[config.mk]
export PLATFORM = sky130hd
export DESIGN_NAME = arbiter_rr_flat
export DESIGN_NICKNAME = d
export VERILOG_FILES = /design/src/rtl/arbiter_rr_if.sv /design/src/rtl/arbiter_rr.sv /design/src/flat_wrapper.sv
export SDC_FILE = /design/constraint.sdc
export NUM_CORES = 1
export LEC_CHECK = 0
export CORE_MARGIN = 1
export CORE_UTILIZATION = 45
export DETAILED_ROUTE_END_ITERATION = 8
export GPL_TIMING_DRIVEN = 0
export PLACE_DENSITY = 0.7
export SLEW_MARGIN = 20
export SYNTH_ARGS = -nofsm -noshare
export SYNTH_HDL_FRONTEND = slang
export SYNTH_SLANG_ARGS = --single-unit
[constraint.sdc]
create_clock -name clk -period 3.4 [get_ports clk]
set_input_delay 0.68 -clock clk [delete_from_list [all_inputs] [get_ports clk]]
set_output_delay 0.68 -clock clk [all_outputs]
set_load 0.1 [all_outputs]
[src/rtl/arbiter_rr_if.sv]
// rtl/arbiter_rr_if.sv - request/grant bundle between N bus masters and arbiter_rr
interface arbiter_rr_if #(
    parameter int N = 8
);
    logic [0:N-1]         r;
    logic                 mode;
    logic [0:N-1]         g;
    logic                 valid;
    logic [$clog2(N)-1:0] gid;

    modport master (output r, mode, input g, valid, gid);
    modport slave  (input r, mode, output g, valid, gid);
endinterface

[src/rtl/arbiter_rr.sv]
// rtl/arbiter_rr.sv - registered fixed-priority / round-robin arbiter with held grants
// Optional hold-timeout preemption is built in when ARB_TIMEOUT_EN is defined.
module arbiter_rr #(
    parameter int N       = 8,
    parameter int MAXHOLD = 16
) (
    input  logic        clk,
    input  logic        rst_n,
    arbiter_rr_if.slave bus
);
    localparam int IW = $clog2(N);

    typedef enum logic {IDLE, BUSY} state_t;

    state_t         state;
    logic [0:N-1]   g_q;
    logic           valid_q;
    logic [IW-1:0]  gid_q;
    logic [IW-1:0]  ptr;

    logic [0:N-1]   owner_mask;
    logic [0:N-1]   cand;
    logic [0:N-1]   win_oh;
    logic [IW-1:0]  win;
    logic [IW-1:0]  ptr_next;
    logic           win_any;
    logic           owner_req;
    logic           preempt;
    int             scan_idx;

`ifdef ARB_TIMEOUT_EN
    localparam int HW = $clog2(MAXHOLD + 1);
    logic [HW-1:0]  hold_cnt;

    assign preempt = (state == BUSY) && owner_req && (hold_cnt == HW'(MAXHOLD))
                     && (|(bus.r & ~owner_mask));
`else
    logic unused_maxhold;

    assign unused_maxhold = (MAXHOLD > 0);
    assign preempt        = 1'b0;
`endif

    always_comb begin
        owner_mask        = '0;
        owner_mask[gid_q] = 1'b1;
    end

    assign owner_req = |(bus.r & owner_mask);
    assign cand      = preempt ? (bus.r & ~owner_mask) : bus.r;

    // Fixed mode is simply a scan that always starts at index 0.
    always_comb begin
        win      = '0;
        win_any  = 1'b0;
        scan_idx = 0;
        for (int k = 0; k < N; k++) begin
            scan_idx = (bus.mode ? int'(ptr) : 0) + k;
            if (scan_idx >= N) scan_idx = scan_idx - N;
            if (!win_any && cand[scan_idx]) begin
                win_any = 1'b1;
                win     = IW'(scan_idx);
            end
        end
    end

    always_comb begin
        win_oh      = '0;
        win_oh[win] = 1'b1;
    end

    assign ptr_next = (win == IW'(N - 1)) ? '0 : win + 1'b1;

    always_ff @(posedge clk or negedge rst_n) begin
        if (!rst_n) begin
            state   <= IDLE;
            g_q     <= '0;
            valid_q <= 1'b0;
            gid_q   <= '0;
            ptr     <= '0;
`ifdef ARB_TIMEOUT_EN
            hold_cnt <= '0;
`endif
        end else begin
            case (state)
                IDLE: begin
                    if (win_any) begin
                        state   <= BUSY;
                        g_q     <= win_oh;
                        valid_q <= 1'b1;
                        gid_q   <= win;
                        ptr     <= ptr_next;
`ifdef ARB_TIMEOUT_EN
                        hold_cnt <= HW'(1);
`endif
                    end
                end
                BUSY: begin
                    if (owner_req && !preempt) begin
`ifdef ARB_TIMEOUT_EN
                        if (hold_cnt != HW'(MAXHOLD)) hold_cnt <= hold_cnt + 1'b1;
`endif
                    end else if (win_any) begin
                        // Same-edge handoff: no idle bubble between owners.
                        g_q     <= win_oh;
                        valid_q <= 1'b1;
                        gid_q   <= win;
                        ptr     <= ptr_next;
`ifdef ARB_TIMEOUT_EN
                        hold_cnt <= HW'(1);
`endif
                    end else begin
                        state   <= IDLE;
                        g_q     <= '0;
                        valid_q <= 1'b0;
                        gid_q   <= '0;
                    end
                end
                default: state <= IDLE;
            endcase
        end
    end

    assign bus.g     = g_q;
    assign bus.valid = valid_q;
    assign bus.gid   = gid_q;
endmodule

[src/flat_wrapper.sv]
// flat-port wrapper written by rule: the top's interface ports become plain ports
module arbiter_rr_flat 
#(
    parameter int N       = 8,
    parameter int MAXHOLD = 16
)
  (clk, rst_n, bus_r, bus_mode, bus_g, bus_valid, bus_gid);
  arbiter_rr_if #(.N(N)) bus_i ();
  input  logic clk;
  input  logic rst_n;
  input wire logic [$bits(bus_i.r)-1:0] bus_r;
  input wire logic [$bits(bus_i.mode)-1:0] bus_mode;
  output wire logic [$bits(bus_i.g)-1:0] bus_g;
  output wire logic [$bits(bus_i.valid)-1:0] bus_valid;
  output wire logic [$bits(bus_i.gid)-1:0] bus_gid;
  assign bus_i.r = bus_r;
  assign bus_i.mode = bus_mode;
  assign bus_g = bus_i.g;
  assign bus_valid = bus_i.valid;
  assign bus_gid = bus_i.gid;
  arbiter_rr #(.N(N), .MAXHOLD(MAXHOLD)) u_core (.clk(clk), .rst_n(rst_n), .bus(bus_i));
endmodule
Word level (Yosys, flattened, before mapping). Cells that the tools add are included.

Bits in registers: 16. Bits of input ports: 11. Output and inout bits: 12. Word-level logic and storage cells: 145.

Add/sub/neg operators: 16. Magnitude comparators: 20. Equal/unequal tests: 3. Mux-type cells: 71. Bitwise operators: 12. Reductions and logical operators: 18.

Operators by type and width (count): greater-or-equal comparator 32 x 4 -> 1 bit, second input constant (8); two-way mux 32 bit (8); NOT 32 bit (8); greater-or-equal comparator 32 x 5 -> 1 bit, second input constant (7); subtractor 32 x 5 -> 32 bit, second input constant (7); adder 32 x 4 -> 32 bit, second input constant (4); adder 32 x 3 -> 32 bit, second input constant (2); two-way mux 3 bit (15); two-way mux 1 bit (30); binary-select mux 1 bit (select 3 bit) (8); two-way mux 8 bit (3); case mux 8 bit (2 select lines) (1); case mux 3 bit (2 select lines) (2); logical AND 1 bit (9); bitwise AND 8 bit (1); greater-or-equal comparator 4 bit, second input constant (2); less-than comparator 4 x 1 -> 1 bit, second input constant (2); NOT 3 -> 4 bit (2); OR reduction 8 bit (1); zero test 1 bit (7); demux 1 bit (select 3 bit) (2); subtractor 3 x 4 -> 5 bit, second input constant (1); adder 3 x 1 -> 4 bit, second input constant (1); greater-or-equal comparator 3 x 4 -> 1 bit, second input constant (1); 7 further kinds (8).

Depth between registers and ports, before layout. Gate-level depths: netlist of the first run.

Depth after elaboration: 37. Mapped depth: 15. Gate-level depth less buffers: 13.

Least setup slack after synthesis of the first run. No wires, ideal clock.

Path type: input -> register. From: input bus_mode. To: register u_core.ptr[2]. Setup time: 0.128 ns. Arrival: 3.204 ns. Data required time: 3.272 ns. Slack: 0.068 ns. Stages on the path: 14. Buffers on the path: 2. Path through: and2_1 -> buf_2 -> inv_2 -> ha_1 -> buf_1 -> mux4_2 -> nor3b_4 -> nor3b_1 -> o31ai_1 -> and2_4 -> inv_2 -> ha_1 -> xnor2_1 -> o21ai_0.

Word-level cells in the longest chain between the ends: 34. Elaborated cells on any way between the ends: 100. Classes of those cells: 16 x add/sub; 8 x order compare; 1 x eq/ne; 53 x mux; 8 x bitwise; 14 x reduce/logical.

Ends and longest elaborated chain: start, declared (line flat_wrapper.sv:12) `input wire logic [$bits(bus_i.mode)-1:0] bus_mode;`; two-way mux 3 bit * (line arbiter_rr.sv:58) `scan_idx = (bus.mode ? int'(ptr) : 0) + k;`; branches (longest 30 deep; another with adder 32 x 3 -> 32 bit); two-way mux 3 bit * (line arbiter_rr.sv:87, arbiter_rr.sv:103); two-way mux 3 bit (line arbiter_rr.sv:99) `if (owner_req && !preempt) begin`; case mux 3 bit (2 select lines) * (line arbiter_rr.sv:85) `case (state)`; end signal, assigned (line arbiter_rr.sv:92) `ptr <= ptr_next;`; end signal, assigned (line arbiter_rr.sv:108) `ptr <= ptr_next;`; end, declared (line arbiter_rr.sv:19) `logic [IW-1:0] ptr;`.

Mark *: on every way between the ends. The select of a mux whose other input is x is not followed. A chain may end at the register's enable or synchronous reset.

Final worst setup path of the first run.
From: input bus_r[0]. To: register u_core.ptr[2].

Word-level cells in the longest chain between the ends: 30. Elaborated cells on any way between the ends: 63. Classes of those cells: 1 x add/sub; 2 x eq/ne; 44 x mux; 1 x bitwise; 15 x reduce/logical.

Ends and longest elaborated chain: start, declared (line flat_wrapper.sv:11) `input wire logic [$bits(bus_i.r)-1:0] bus_r;`; binary-select mux 1 bit (select 3 bit) (line arbiter_rr.sv:60) `if (!win_any && cand[scan_idx]) begin`; two-way mux 1 bit (implied by the code) (2 in a row) (line arbiter_rr.sv:60); two-way mux 1 bit (line arbiter_rr.sv:60); zero test 1 bit (line arbiter_rr.sv:60); logical AND 1 bit (line arbiter_rr.sv:60); two-way mux 1 bit (line arbiter_rr.sv:60); zero test 1 bit (line arbiter_rr.sv:60); logical AND 1 bit (line arbiter_rr.sv:60); (+13 left out); zero test 1 bit (line arbiter_rr.sv:60); logical AND 1 bit (line arbiter_rr.sv:60); two-way mux 3 bit (line arbiter_rr.sv:60); adder 3 x 1 -> 3 bit or equality test 3 bit (tied branches) (line arbiter_rr.sv:72) `assign ptr_next = (win == IW'(N - 1)) ? '0 : win + 1'b1;`; two-way mux 3 bit (line arbiter_rr.sv:72); two-way mux 3 bit (line arbiter_rr.sv:87, arbiter_rr.sv:103); two-way mux 3 bit (line arbiter_rr.sv:99); case mux 3 bit (2 select lines) (line arbiter_rr.sv:85).

Parallel ways exist; a longest one is shown, timed or not. The select of a mux whose other input is x is not followed.

==> results of run 1 <==
timing repair:
action / CTS / global route
setup buffers: 5 / 1
endpoints found under the setup margin: 15 / 3
gates cloned: 0 / 0
resized for setup: 10 / 14
pin swaps: 1 / 1
area by class of cell:
cell class / instances / area [um2]
fillers: 323 / 1485
multi-input cells: 157 / 1329
flip-flops and latches: 16 / 400.4
repair buffers: 28 / 272.8
well taps: 48 / 60.06
plain buffers: 9 / 58.81
clock buffers: 4 / 55.05
inverters: 6 / 27.53
path summary, 6_finish.rpt:
| check | slack [ns] | endpoint | cells past startpoint | startpoint |
|---|---|---|---|---|
| max | 0.19 | u_core.ptr[2]$_DFFE_PN0P_ | 12 | bus_r[0] |
| min | 0.49 | u_core.bus.g[5]$_DFFE_PN0P_ | 2 | u_core.bus.g[5]$_DFFE_PN0P_ |
| max reg2reg | 0.42 | u_core.ptr[2]$_DFFE_PN0P_ | 12 | u_core.ptr[0]$_DFFE_PN0P_ |
| min reg2reg | 0.49 | u_core.bus.g[5]$_DFFE_PN0P_ | 2 | u_core.bus.g[5]$_DFFE_PN0P_ |
| max in group asynchronous | 2.13 | u_core.bus.g[1]$_DFFE_PN0P_ | 1 | rst_n |
| min in group asynchronous | 0.85 | u_core.bus.gid[0]$_DFFE_PN0P_ | 1 | rst_n |
per-layer routing:
layer	up-vias	track usage (%)	part of all wire (%)
met5	-	0	0
met1	819	29.87	43
met3	8	1.429	4.4
li1	800	-	-
met2	66	44.55	51
met4	0	9.659	2.4
registers in the layout (all words and copies together) (netlist names):
register          flops
u_core.state          1
u_core.bus.g          8
u_core.bus.gid        3
u_core.bus.valid      1
u_core.ptr            3
worst max-delay path: stages:
cell and delay [ns]:
clkdlybuf4s50_1 0.64, mux2i_2 0.18, mux4_2 0.53, buf_4 0.17
a21oi_1 0.12, nor3_1 0.07, o31ai_1 0.21, and2_4 0.22
inv_2 0.07, ha_1 0.22, xnor2_1 0.15, o21ai_0 0.09
report_power, final:
group          switching, W  internal (W)
Sequential        0.0000511      0.000262
Clock             0.0000601      0.000103
Combinational       0.00112      0.000691
synth_stat cells (2+ instances only):
cell type,count
mux4_2,6
nand2_1,23
nor3_1,3
nand3_1,5
o31ai_1,2
a21boi_0,2
and2_1,8
a32o_1,5
nand4_1,3
a221oi_1,2
o21ai_0,9
buf_4,2
mux2_2,5
and4_1,2
xnor2_1,3
o21a_1,2
ha_1,2
nor2_1,6
mux2i_1,14
a21oi_1,9
and3_1,5
dfrtp_1,16
buf_2,6
inv_1,3
nor3b_1,3
mux4_1,2
a211oi_1,4
inv_2,3
a22o_1,4
and2_4,2
o211ai_1,7
cells by family after synthesis:
logic type               share of synthesized area, %
AO/OA/AOI/OAI                                   24.48
XOR/XNOR                                        2.022
adder cells (fa/ha/maj)                         1.444
buffers and inverters                           4.765
flip-flops                                      23.10
multiplexers                                    23.47
AND/OR/NAND/NOR                                 20.72
metrics by stage:
step	utilization, %	instances	setup WS (ns)	cell area, um2	TNS (ns)
5_1_grt	59.74	268	-0.004067	2203	-0.004067
6_report	59.74	268	0.1918	2203	0
3_3_place_gp	54.58	259	-0.8815	2013	-8.960
4_1_cts	58.01	267	0.07822	2140	0
2_1_floorplan	-	189	0.06815	1733	0
3_5_place_dp	54.58	259	-0.8848	2013	-9.656
==> qor.yml, run 1 <==
fin_nets: 234
diodes: 0
synth-edff-count: 0
syn_inst: 189
crit_type: "input pin to flop"
synth_top_area_share_pct: 23.10
total_power_w: 0.002286
cp_max_fo: 8
drc: 0
synth_nets: 202
hold_viol_final: 0
slew_viol_final: 0
io_pins: 23
hold_buffers: 0
cts_root_buf: "clkbuf_8"
cp.required_ns: 3.52
dieArea_mm2: 0.004103
syn_area_per_cell_um2: 9.169
clock_path_buffers: 2
via_count: 1693
route.detailed.wl_per_inst_um: 17.58
synth-seq-area-share_pct: 23.10
synth_top_area_cell: "dfrtp_1"
track_usage_pct: 24.49
finalSetupViolCount: 0
start_util_pct: 46.98
vdd_drop_max_mv: 0.2996
clock_sinks: 16
yosys_most_used_dff: "dfrtp_1"
numCtsBuffers: 3
core_mm2: 0.003689
max_cap_viol_count: 0
grt_max_degree: 17
grt_pass1_vias: 1624
drive_above_1_share_pct: 23.64
port_buffers: 22
wirelength_um: 4711
grt_overflow: 0
hpwl_um: 3578
finalCriticalPeriod_ns: 3.208
netlist_area_mm2: 0.001733
cp.arrival_ns: 3.33
clk_latency_ns: 0.24
fin_skew_ns: 0.002572
die_w_um: 64.06
tightest_slew_ns: 0.9664
h-tree-depth: 1
gp_congestion: 0.9469
layout_commonest_cell: "nand2_1"
ys_warn_count: 0
synth.area.top_cells: "dfrtp_1 (23%), mux2i_1 (8.1%), mux4_2 (7.8%)"
cts_tree: "done"
final_cell_mix: "nand2_1 (22), clkdlybuf4s50_1 (18), dfrtp_1 (16)"
antenna_found_initial: 0
drt-pass1-iter-count: 4
vias_per_cell: 6.317
power_leakage_nw: 0.8932
drtAntennaViolNets: 0
drtIter0Drc: 112
clk_pin_slew_ns: 0.06
period_share_pct: 94.36
syn_to_final_growth_pct: 27.15
endpoint_kind: "flop"
die_y_um: 64.06
hold_slack_ns: 0.4862
synth-seq-cells: 16
grt_first_pass_wirelength_um: 7859
power.density_mw_per_mm2: 1038
std_cell_rows: 22
min_path_type: "flop to flop"
synth_cell_types: 52
synthArstFlopShare_pct: 100.0
status: "completed"
fmax_mhz: 311.7
startpoint_type: "input pin"
slew_headroom_pct: 35.37
No activity file was read; power rests on OpenSTA's default activity.
==> run 2, diff against run 1 <==
--- a/config.mk
+++ b/config.mk
@@ -6,10 +6,11 @@
 export NUM_CORES = 1
 export LEC_CHECK = 0
 export CORE_MARGIN = 1
-export CORE_UTILIZATION = 45
+export CORE_UTILIZATION = 56
+export CTS_CLUSTER_DIAMETER = 120
 export DETAILED_ROUTE_END_ITERATION = 8
 export GPL_TIMING_DRIVEN = 0
-export PLACE_DENSITY = 0.7
+export PLACE_DENSITY = 0.84
 export SLEW_MARGIN = 20
 export SYNTH_ARGS = -nofsm -noshare
 export SYNTH_HDL_FRONTEND = slang
==> run 2 against run 1 <==
Net effect:
- the run now ends with DRC left
- critical path depth shrank 1
- hold slack improved by 0.0086 ns
- routed wire length increased by 3.5%
- largest power group unchanged
==> qor.yml, run 2 (synthesis results as in run 1) <==
register_area_um2: 400.4
layout_commonest_cell: "nand2_1"
fin_skew_ns: 0.0009536
cts_root_buf: "clkbuf_4"
syn_to_final_growth_pct: 20.00
core_mm2: 0.002853
reg2reg_from: "u_core.ptr[1]$_DFFE_PN0P_"
max_cap_viol_count: 0
whs_endpoint: "u_core.bus.valid$_DFFE_PN0P_"
drtAntennaViolNets: 0
slew_viol_final: 0
setup-tns-final_ns: 0
period_share_pct: 96.82
fin_cells: 247
track_usage_pct: 31.28
hold_buffers: 0
gp_congestion: 0.9789
largest_reg_flops: 8
cts_tree: "done"
numCtsBuffers: 3
io_pins: 23
wirelength_um: 4875
r2r_slack_ns: 0.27
drive_above_1_share_pct: 21.76
start_util_pct: 60.75
multi_input_area_mm2: 0.001294
vias_per_cell: 6.992
via_count: 1727
diodes: 0
dp_slack_ns: -0.9155
drt-pass1-iter-count: 7
std_cell_rows: 19
rr_endpoint: "u_core.ptr[2]$_DFFE_PN0P_"
grt_pass1_vias: 1628
h-tree-depth: 1
cp.arrival_ns: 3.50
grt_setup_unrepaired: "false"
clk_pin_slew_ns: 0.09
drtIter0Drc: 126
hpwl_um: 3761
slew_headroom_pct: 34.74
cp.required_ns: 3.61
grt_first_pass_wirelength_um: 7762
num-fill-cells: 219
layout_setup_ws_ns: 0.1081
vdd_drop_max_mv: 0.4556
place_inst: 242
fmax_mhz: 303.8
min_from: "u_core.bus.valid$_DFFE_PN0P_"
crit_type: "input pin to flop"
hold_viol_final: 0
endpoint_kind: "flop"
grt_overflow: 0
fin_nets: 231
cp_max_fo: 7
port_buffers: 22
die_y_um: 57.63
status: "finished, violations left"
die_w_um: 57.63
power_leakage_nw: 0.8386
drc: 3
tightest_slew_ns: 0.9758
dieArea_mm2: 0.003321
startpoint_type: "input pin"
grt_max_degree: 17
route.detailed.wl_per_inst_um: 19.74
power.density_mw_per_mm2: 1053
clk_latency_ns: 0.29
reg2regPathDepth: 14
clock_sinks: 16
failed_checks: "DRC"
finalCriticalPeriod_ns: 3.292
antenna_found_initial: 0
min_path_type: "flop to flop"
clock_path_buffers: 2
min_path_cells: 2
final_cell_mix: "nand2_1 (22), clkdlybuf4s50_1 (20), dfrtp_1 (16)"
finalSetupViolCount: 0
## run 2: how the worst max path moves through the flow
stage	slack (ns)	cells after the start	from	end
after global routing	0.006	12	bus_r[4]	u_core.ptr[0]$_DFFE_PN0P_
after detailed placement	-0.92	15	bus_mode	u_core.ptr[2]$_DFFE_PN0P_
after floorplan	0.07	14	bus_mode	u_core.ptr[2]$_DFFE_PN0P_
after global placement	-0.81	15	bus_mode	u_core.ptr[2]$_DFFE_PN0P_
final	0.11	11	bus_r[1]	u_core.ptr[2]$_DFFE_PN0P_
after CTS	0.03	12	bus_r[0]	u_core.ptr[2]$_DFFE_PN0P_
## run 2: worst max-delay path, cell delays in order
cell and delay, ns:
clkdlybuf4s50_1 0.69, mux2i_2 0.17, mux4_2 0.56, nor3b_4 0.20, nor3b_1 0.16, o31ai_1 0.24, and2_4 0.22, inv_2 0.06
ha_1 0.22, xnor2_1 0.13, o21ai_0 0.17
## run 2: power breakdown
group          switching (W)  internal [W]
sequential         0.0000492      0.000261
clock              0.0000605     0.0000413
combinational        0.00112      0.000661
total                0.00123      0.000963
## run 2: stage by stage
step                utilization [%]  instance area, um2  hold slack, ns  total power (W)
CTS                           71.75                2047          0.4975         0.002144
global placement              69.82                1992          0.4596         0.001946
finish                        72.89                2079          0.4948         0.002190
floorplan                         -                1733          0.3844         0.001629
detailed placement            69.82                1992          0.4723         0.002000
global route                  72.89                2079          0.5306         0.002325
## run 2: layout make-up
cell class	count	share of cell area (%)
clock buffer	3	1.083
multi-input combinational	157	62.21
inverter	6	1.203
tap	31	1.865
timing repair buffer	25	11.55
buffer	9	2.828
sequential	16	19.25
## run 2: per-layer routing
metal,part of all wire [%],global-route usage [%],vias to the layer above
li1,-,-,790
met1,39,38.31,831
met2,49,53.32,90
met3,8.6,6.027,16
met4,2.8,14.29,0
met5,0,0,-
## run 2: repair_timing
action / in CTS / in global routing
buffers inserted: 2 / 1
pin swaps: 0 / 1
resized for setup: 6 / 10
setup endpoints to repair: 15 / 3
hold endpoints to repair: 0 / 0
==> run 3, diff against run 2 <==
--- a/config.mk
+++ b/config.mk
@@ -6,11 +6,11 @@
 export NUM_CORES = 1
 export LEC_CHECK = 0
 export CORE_MARGIN = 1
-export CORE_UTILIZATION = 56
+export CORE_UTILIZATION = 60
 export CTS_CLUSTER_DIAMETER = 120
 export DETAILED_ROUTE_END_ITERATION = 8
 export GPL_TIMING_DRIVEN = 0
-export PLACE_DENSITY = 0.84
+export PLACE_DENSITY = 0.89
 export SLEW_MARGIN = 20
 export SYNTH_ARGS = -nofsm -noshare
 export SYNTH_HDL_FRONTEND = slang
==> constraint.sdc (replaced) <==
create_clock -name clk -period 4.1 [get_ports clk]
set_input_delay 0.82 -clock clk [delete_from_list [all_inputs] [get_ports clk]]
set_output_delay 0.82 -clock clk [all_outputs]
set_load 0.1 [all_outputs]
==> run 3 against run 2 <==
Net effect:
- the flow now finishes without violations
- clock skew hardly changed
- final area down 2.0%
- first-iteration DRC count decreased by 16%
- global-route usage rose by 0.26 points
- final cell count down 0.81%
- core utilization up 0.97 points
- non-clock buffer count fell by 3
- critical path type unchanged
- routed wire length fell by 4.7%
- via count decreased by 2.1%
==> qor.yml, run 3 (synthesis results as in run 1) <==
status: "completed"
drive_above_1_share_pct: 17.29
final_area_mm2: 0.002037
io_pins: 23
reg2regPathDepth: 12
cp.arrival_ns: 4.10
power_leakage_nw: 0.8204
max_cap_viol_count: 0
vias_per_cell: 6.898
endpoint_kind: "flop"
p_int_w: 0.0007894
vdd_drop_max_mv: 0.9100
antenna_found_initial: 0
fin_skew_ns: 0.0006486
clk_pin_slew_ns: 0.09
fmax_mhz: 255.4
std_cell_rows: 19
largest_reg_flops: 8
drtAntennaViolNets: 0
num-fill-cells: 207
grt_first_pass_wirelength_um: 7686
hold_viol_final: 0
fin_nets: 228
dieArea_mm2: 0.003107
cp_max_fo: 9
postPlaceCellArea_mm2: 0.001992
r2r_slack_ns: 0.80
drtIter0Drc: 106
combPwrFrac_pct: 79.8
gp_congestion: 1.006
startpoint_type: "input pin"
hold_slack_ns: 0.4964
grt_pass1_vias: 1560
slew_viol_final: 0
port_buffers: 22
cp.required_ns: 4.28
wirelength_um: 4646
die_w_um: 55.74
finalSetupViolCount: 0
pwr-share-seq_pct: 14.3
hold_buffers: 0
clk_latency_ns: 0.29
total_power_w: 0.001789
syn_to_final_growth_pct: 17.54
reg2reg_from: "u_core.ptr[2]$_DFFE_PN0P_"
tightest_slew_ns: 0.9852
core_mm2: 0.002758
grt_setup_unrepaired: "false"
cts_tree: "done"
final_cell_mix: "nand2_1 (23), clkdlybuf4s50_1 (22), dfrtp_1 (16)"
numCtsBuffers: 3
cts_root_buf: "clkbuf_4"
clock_path_buffers: 2
hpwl_um: 3470
layout_commonest_cell: "nand2_1"
rr_endpoint: "u_core.ptr[2]$_DFFE_PN0P_"
finalCriticalPeriod_ns: 3.916
drc: 0
min_from: "u_core.bus.g[5]$_DFFE_PN0P_"
p_clk_share_pct: 5.9
layout_setup_ws_ns: 0.1845
power.density_mw_per_mm2: 878.3
crit_type: "input pin to flop"
track_usage_pct: 31.54
route.detailed.wl_per_inst_um: 18.96
setup-tns-final_ns: 0
grt_max_degree: 17
via_count: 1690
h-tree-depth: 1
dp_slack_ns: -0.3515
post_cts.repair.setup_buffers: 0
clock_sinks: 16
die_y_um: 55.74
slew_headroom_pct: 34.11
min_path_cells: 2
power_switching_w: 0.0009996
whs_endpoint: "u_core.bus.g[5]$_DFFE_PN0P_"
min_path_type: "flop to flop"
drt-pass1-iter-count: 4
p_sw_share_pct: 55.88
diodes: 0
start_util_pct: 62.84
grt_overflow: 0
period_share_pct: 95.50
[run 3: cell types whose count changed in the layout (fill, tap and decap cells not counted), sizes merged]
| cell | change |
|---|---|
| clkdlybuf4s50 | +2 |
| buf | -3 |
| dlymetal6s2s | -1 |
[run 3: layout make-up]
type	count	area, um2	area share (%)
Multi-Input combinational cell	157	1262	61.98
Sequential cell	16	400.4	19.66
Timing Repair Buffer	22	220.2	10.81
Buffer	9	56.30	2.764
Tap cell	31	38.79	1.904
Clock buffer	4	36.28	1.781
Inverter	6	22.52	1.106
[run 3: worst max-delay path by stage]
stage,endpoint,startpoint,slack (ns),cells after the start
global route,u_core.ptr[2]$_DFFE_PN0P_,bus_mode,0.02,12
CTS,u_core.ptr[2]$_DFFE_PN0P_,bus_mode,0.09,14
detailed placement,u_core.ptr[2]$_DFFE_PN0P_,bus_mode,-0.35,15
global placement,u_core.ptr[2]$_DFFE_PN0P_,bus_mode,-0.28,15
finish,u_core.ptr[2]$_DFFE_PN0P_,bus_mode,0.18,12
floorplan,u_core.ptr[2]$_DFFE_PN0P_,bus_mode,0.63,14
[run 3: per-stage QoR]
step	std cells	util, %
final	245	73.87
after global routing	245	73.87
after CTS	245	73.41
after detailed placement	242	72.23
after global placement	242	72.23
after floorplan	189	-
[run 3: critical path: stages]
cell	delay [ns]
clkdlybuf4s50_1	0.55
nand2_1	0.26
mux2i_4	0.43
mux4_2	0.65
nor3b_4	0.22
nor3b_1	0.17
o31ai_1	0.23
and2_4	0.22
inv_2	0.07
ha_1	0.22
xnor2_1	0.14
o21ai_0	0.09
[run 3: power groups by stage]
stage	Combinational, W	Clock, W	Sequential [W]
floorplan	0.000818	0	0.000533
global placement	0.00136	0	0.000255
detailed placement	0.00138	0	0.000258
CTS	0.00139	0.000107	0.000255
global route	0.00153	0.000111	0.000260
finish	0.00143	0.000106	0.000255
[run 3: timing repair]
action / in CTS / in global routing
setup endpoints to repair: 3 / 3
gates resized for setup: 0 / 2
hold endpoints to repair: 0 / 0
[run 3: layer usage]
layer / wire, um / part of all wire [%] / global-route usage [%]
met1: 1996 / 43 / 45.61
met2: 2131 / 46 / 48.36
met3: 471 / 10 / 7.674
met4: 47 / 1.0 / 6.429
met5: 0 / 0 / 0
==> patch, RTL diff (config.mk and constraints of run 1) <==
`N` is set to 8 in 3 places; all go to 4.
--- a/src/rtl/arbiter_rr_if.sv
+++ b/src/rtl/arbiter_rr_if.sv
@@ -1,5 +1,5 @@
 // rtl/arbiter_rr_if.sv - request/grant bundle between N bus masters and arbiter_rr
 interface arbiter_rr_if #(
-    parameter int N = 8
+    parameter int N = 4
 );
     logic [0:N-1]         r;
--- a/src/rtl/arbiter_rr.sv
+++ b/src/rtl/arbiter_rr.sv
@@ -2,5 +2,5 @@
 // Optional hold-timeout preemption is built in when ARB_TIMEOUT_EN is defined.
 module arbiter_rr #(
-    parameter int N       = 8,
+    parameter int N       = 4,
     parameter int MAXHOLD = 16
 ) (
--- a/src/flat_wrapper.sv
+++ b/src/flat_wrapper.sv
@@ -2,5 +2,5 @@
 module arbiter_rr_flat 
 #(
-    parameter int N       = 8,
+    parameter int N       = 4,
     parameter int MAXHOLD = 16
 )
Interface: changed (resized bus_g, bus_gid and bus_r); port bits go from 23 to 14. The function was not compared with the original's and may differ.
==> patch against run 1 <==
- worst hold slack improved by 18 ps
- sequential cell count shrank 6
- total power shrank 61%
- wire length shrank 68%
- clock skew rose by 0.66 ps
- first-iteration DRC count is 92% lower
- count of clock-buffer cells in the layout fell by 1
- final area down 60%
- utilization fell by 1.3 points
- sequential share of layout area up 9.9 points
- synthesized cell count is 60% lower
- area after synthesis shrank 57%
- worst setup slack better by 360 ps
- largest power group unchanged
==> patch: results (changes against run 1) <==
Placed design
  – HPWL Detailed: 1.12 mm (-69%)
  – Gp weighted congestion: 0.834 (-12%)
  – I/O Buffers: 11 (-50%)

Logic synthesis
  – Synth warnings: 0 (unchanged)
  – Ranking of synthesized cells by area: dfrtp_1, ha_1, a22o_1
  – Commonest cells in the netlist: dfrtp_1, nand2_1, nor2_1
  – Syn Area/Cell: 9.71 µm² (+5.9%)
  – Unique masters post-synth: 35 (-33%)
  – Sequential area share after synthesis: 33.9% (+11 points)
  – Async SR Flop Fraction: 100% (unchanged)
  – Predominant post-synthesis flop cell: dfrtp_1
  – Mapped Nets: 87 (-57%)

Cells and area
  – Layout cells sized above 1: 18.9% (-4.7 points)
  – # diodes: 0 (unchanged)
  – Max reg flops: 4 (-4)
  – Layout Nets: 103 (-56%)
  – Post-route insts no fill: 106 (-60%)

Clocking
  – Worst-path clk slew: 60 ps (about the same)
  – Setup Fix Bufs, Post-CTS: 0 (-5)
  – CTS buffer count: 3 (unchanged)
  – Clock latency on the worst-skew pair: 270 ps (+30 ps)
  – CTS H-Tree Depth: 1 (unchanged)
  – PostCTS Resize Cnt: 0 (-10)
  – Root buf cell: clkbuf_4
  – Clock Tree Buf Depth: 2 (unchanged)

Pwr
  – Peak supply drop: 0.589 mV (+97%)
  – Pleak: 0.388 nW (-57%)

Outcome
  – Status: finished clean

STA
  – Crit path time final: 2850 ps (-359 ps)
  – Clk_skew: 3.23 ps (+0.661 ps)
  – Slew headroom: 35.4% (+0.068 points)

Routing
  – DR WL met3: 86 µm (-58%)
  – DRT met1 WL: 706 µm (-65%)
  – DRC marker count from the first detailed-route iteration: 9 (-92%)
  – Max layer used: met4
  – Met2 WL post-DR: 680 µm (-71%)
  – Vias per cell: 5.92 (-6.2%)
  – Wire length per cell: 14.1 µm (-20%)
  – Drt first pass iters: 4 (unchanged)

Global routing
  – Largest net degree at the start of global routing: 11 (-6)
  – Vias in the first global route: 625 (-62%)
  – Total global-route track usage: 20.3% (-4.2 points)
  – Initial antenna violation count: 0 (unchanged)
  – First-pass GRT wire length: 2.68 mm (-66%)

Min path
  – HP Class: reg -> reg

Critical path
  – Crit Path Max Fanout: 8 (unchanged)
  – Slowest-stage cell, CP: clkdlybuf4s50_1
  – CP Data Arrival Time: 3050 ps (-280 ps)
  – Slowest stage delay, CP: approximately 630 ps
-- patch: changes by cell type after synthesis, moves of 5 or more --
| cell | run 1 | this run |
|---|---|---|
| a21oi_1 | 9 | 3 |
| and2_1 | 8 | 0 |
| buf_2 | 6 | 1 |
| dfrtp_1 | 16 | 10 |
| mux2i_1 | 14 | 3 |
| mux4_2 | 6 | 1 |
| nand2_1 | 23 | 7 |
| o211ai_1 | 7 | 0 |
| o21ai_0 | 9 | 2 |
-- patch: path summary, 6_finish.rpt --
| path | endpoint | cells past startpoint | slack (ps) | start |
|---|---|---|---|---|
| worst max register to register | u_core.ptr[0] | 8 | 1160 | u_core.ptr[1] |
| worst max-delay path | u_core.ptr[0] | 9 | 550 | bus_r[0] |
| max in group asynchronous | u_core.ptr[0] | 1 | 2370 | rst_n |
| worst min register to register | u_core.bus.g[0] | 1 | 500 | u_core.bus.g[0] |
| min in group asynchronous | u_core.bus.gid[0] | 1 | 720 | rst_n |
| worst min-delay path | u_core.bus.g[0] | 1 | 500 | u_core.bus.g[0] |
-- patch: power by group --
group | switching, mW | internal, mW
logic | 0.416 | 0.203
registers | 0.0365 | 0.165
clock network | 0.0373 | 0.0407
total | 0.490 | 0.408
-- patch: per-layer routing --
metal	GRT usage, %	vias to the layer above
met2	30.8	11
li1	-	311
met4	10.0	0
met3	8.19	4
met5	0	-
met1	24.8	302
-- patch: through the flow --
step                util, %  cell area [µm²]  worst slack (ps)  power, mW
finish                 58.5              891               551      0.898
global route           58.5              891               400      0.964
CTS                    58.5              891               541      0.909
detailed placement     57.0              868               271      0.822
global placement       57.0              868               277      0.818
floorplan                 -              738              1010      0.695
-- patch: cell type report --
| class | count | area (µm²) |
|---|---|---|
| Clock buffer | 3 | 22.5 |
| Multi-Input combinational cell | 57 | 434 |
| Inverter | 5 | 18.8 |
| Timing Repair Buffer | 11 | 110 |
| Buffer | 4 | 35.0 |
| Tap cell | 16 | 20.0 |
| Sequential cell | 10 | 250 |
| Fill cell | 145 | 633 |
-- patch: cell families (layout without fill, tap and decap cells) --
group / Yosys count / in the layout / synth area share (%)
mux: 5 / 5 / 8.64
compound gates: 22 / 22 / 24.9
buf+inv: 9 / 23 / 7.29
flops: 10 / 10 / 33.9
xor+xnor: 1 / 1 / 2.20
fa+ha+maj: 4 / 4 / 6.78
simple gates: 25 / 25 / 16.3
-- patch: worst max-delay path: cells and delay by family --
| kind | cells | cell delay (ps) |
|---|---|---|
| and+or+nand+nor | 2 | 310 |
| buffers and inverters | 2 | 760 |
| AOI/OAI and AO/OA | 4 | 1070 |
| adders and majority gates | 1 | 230 |
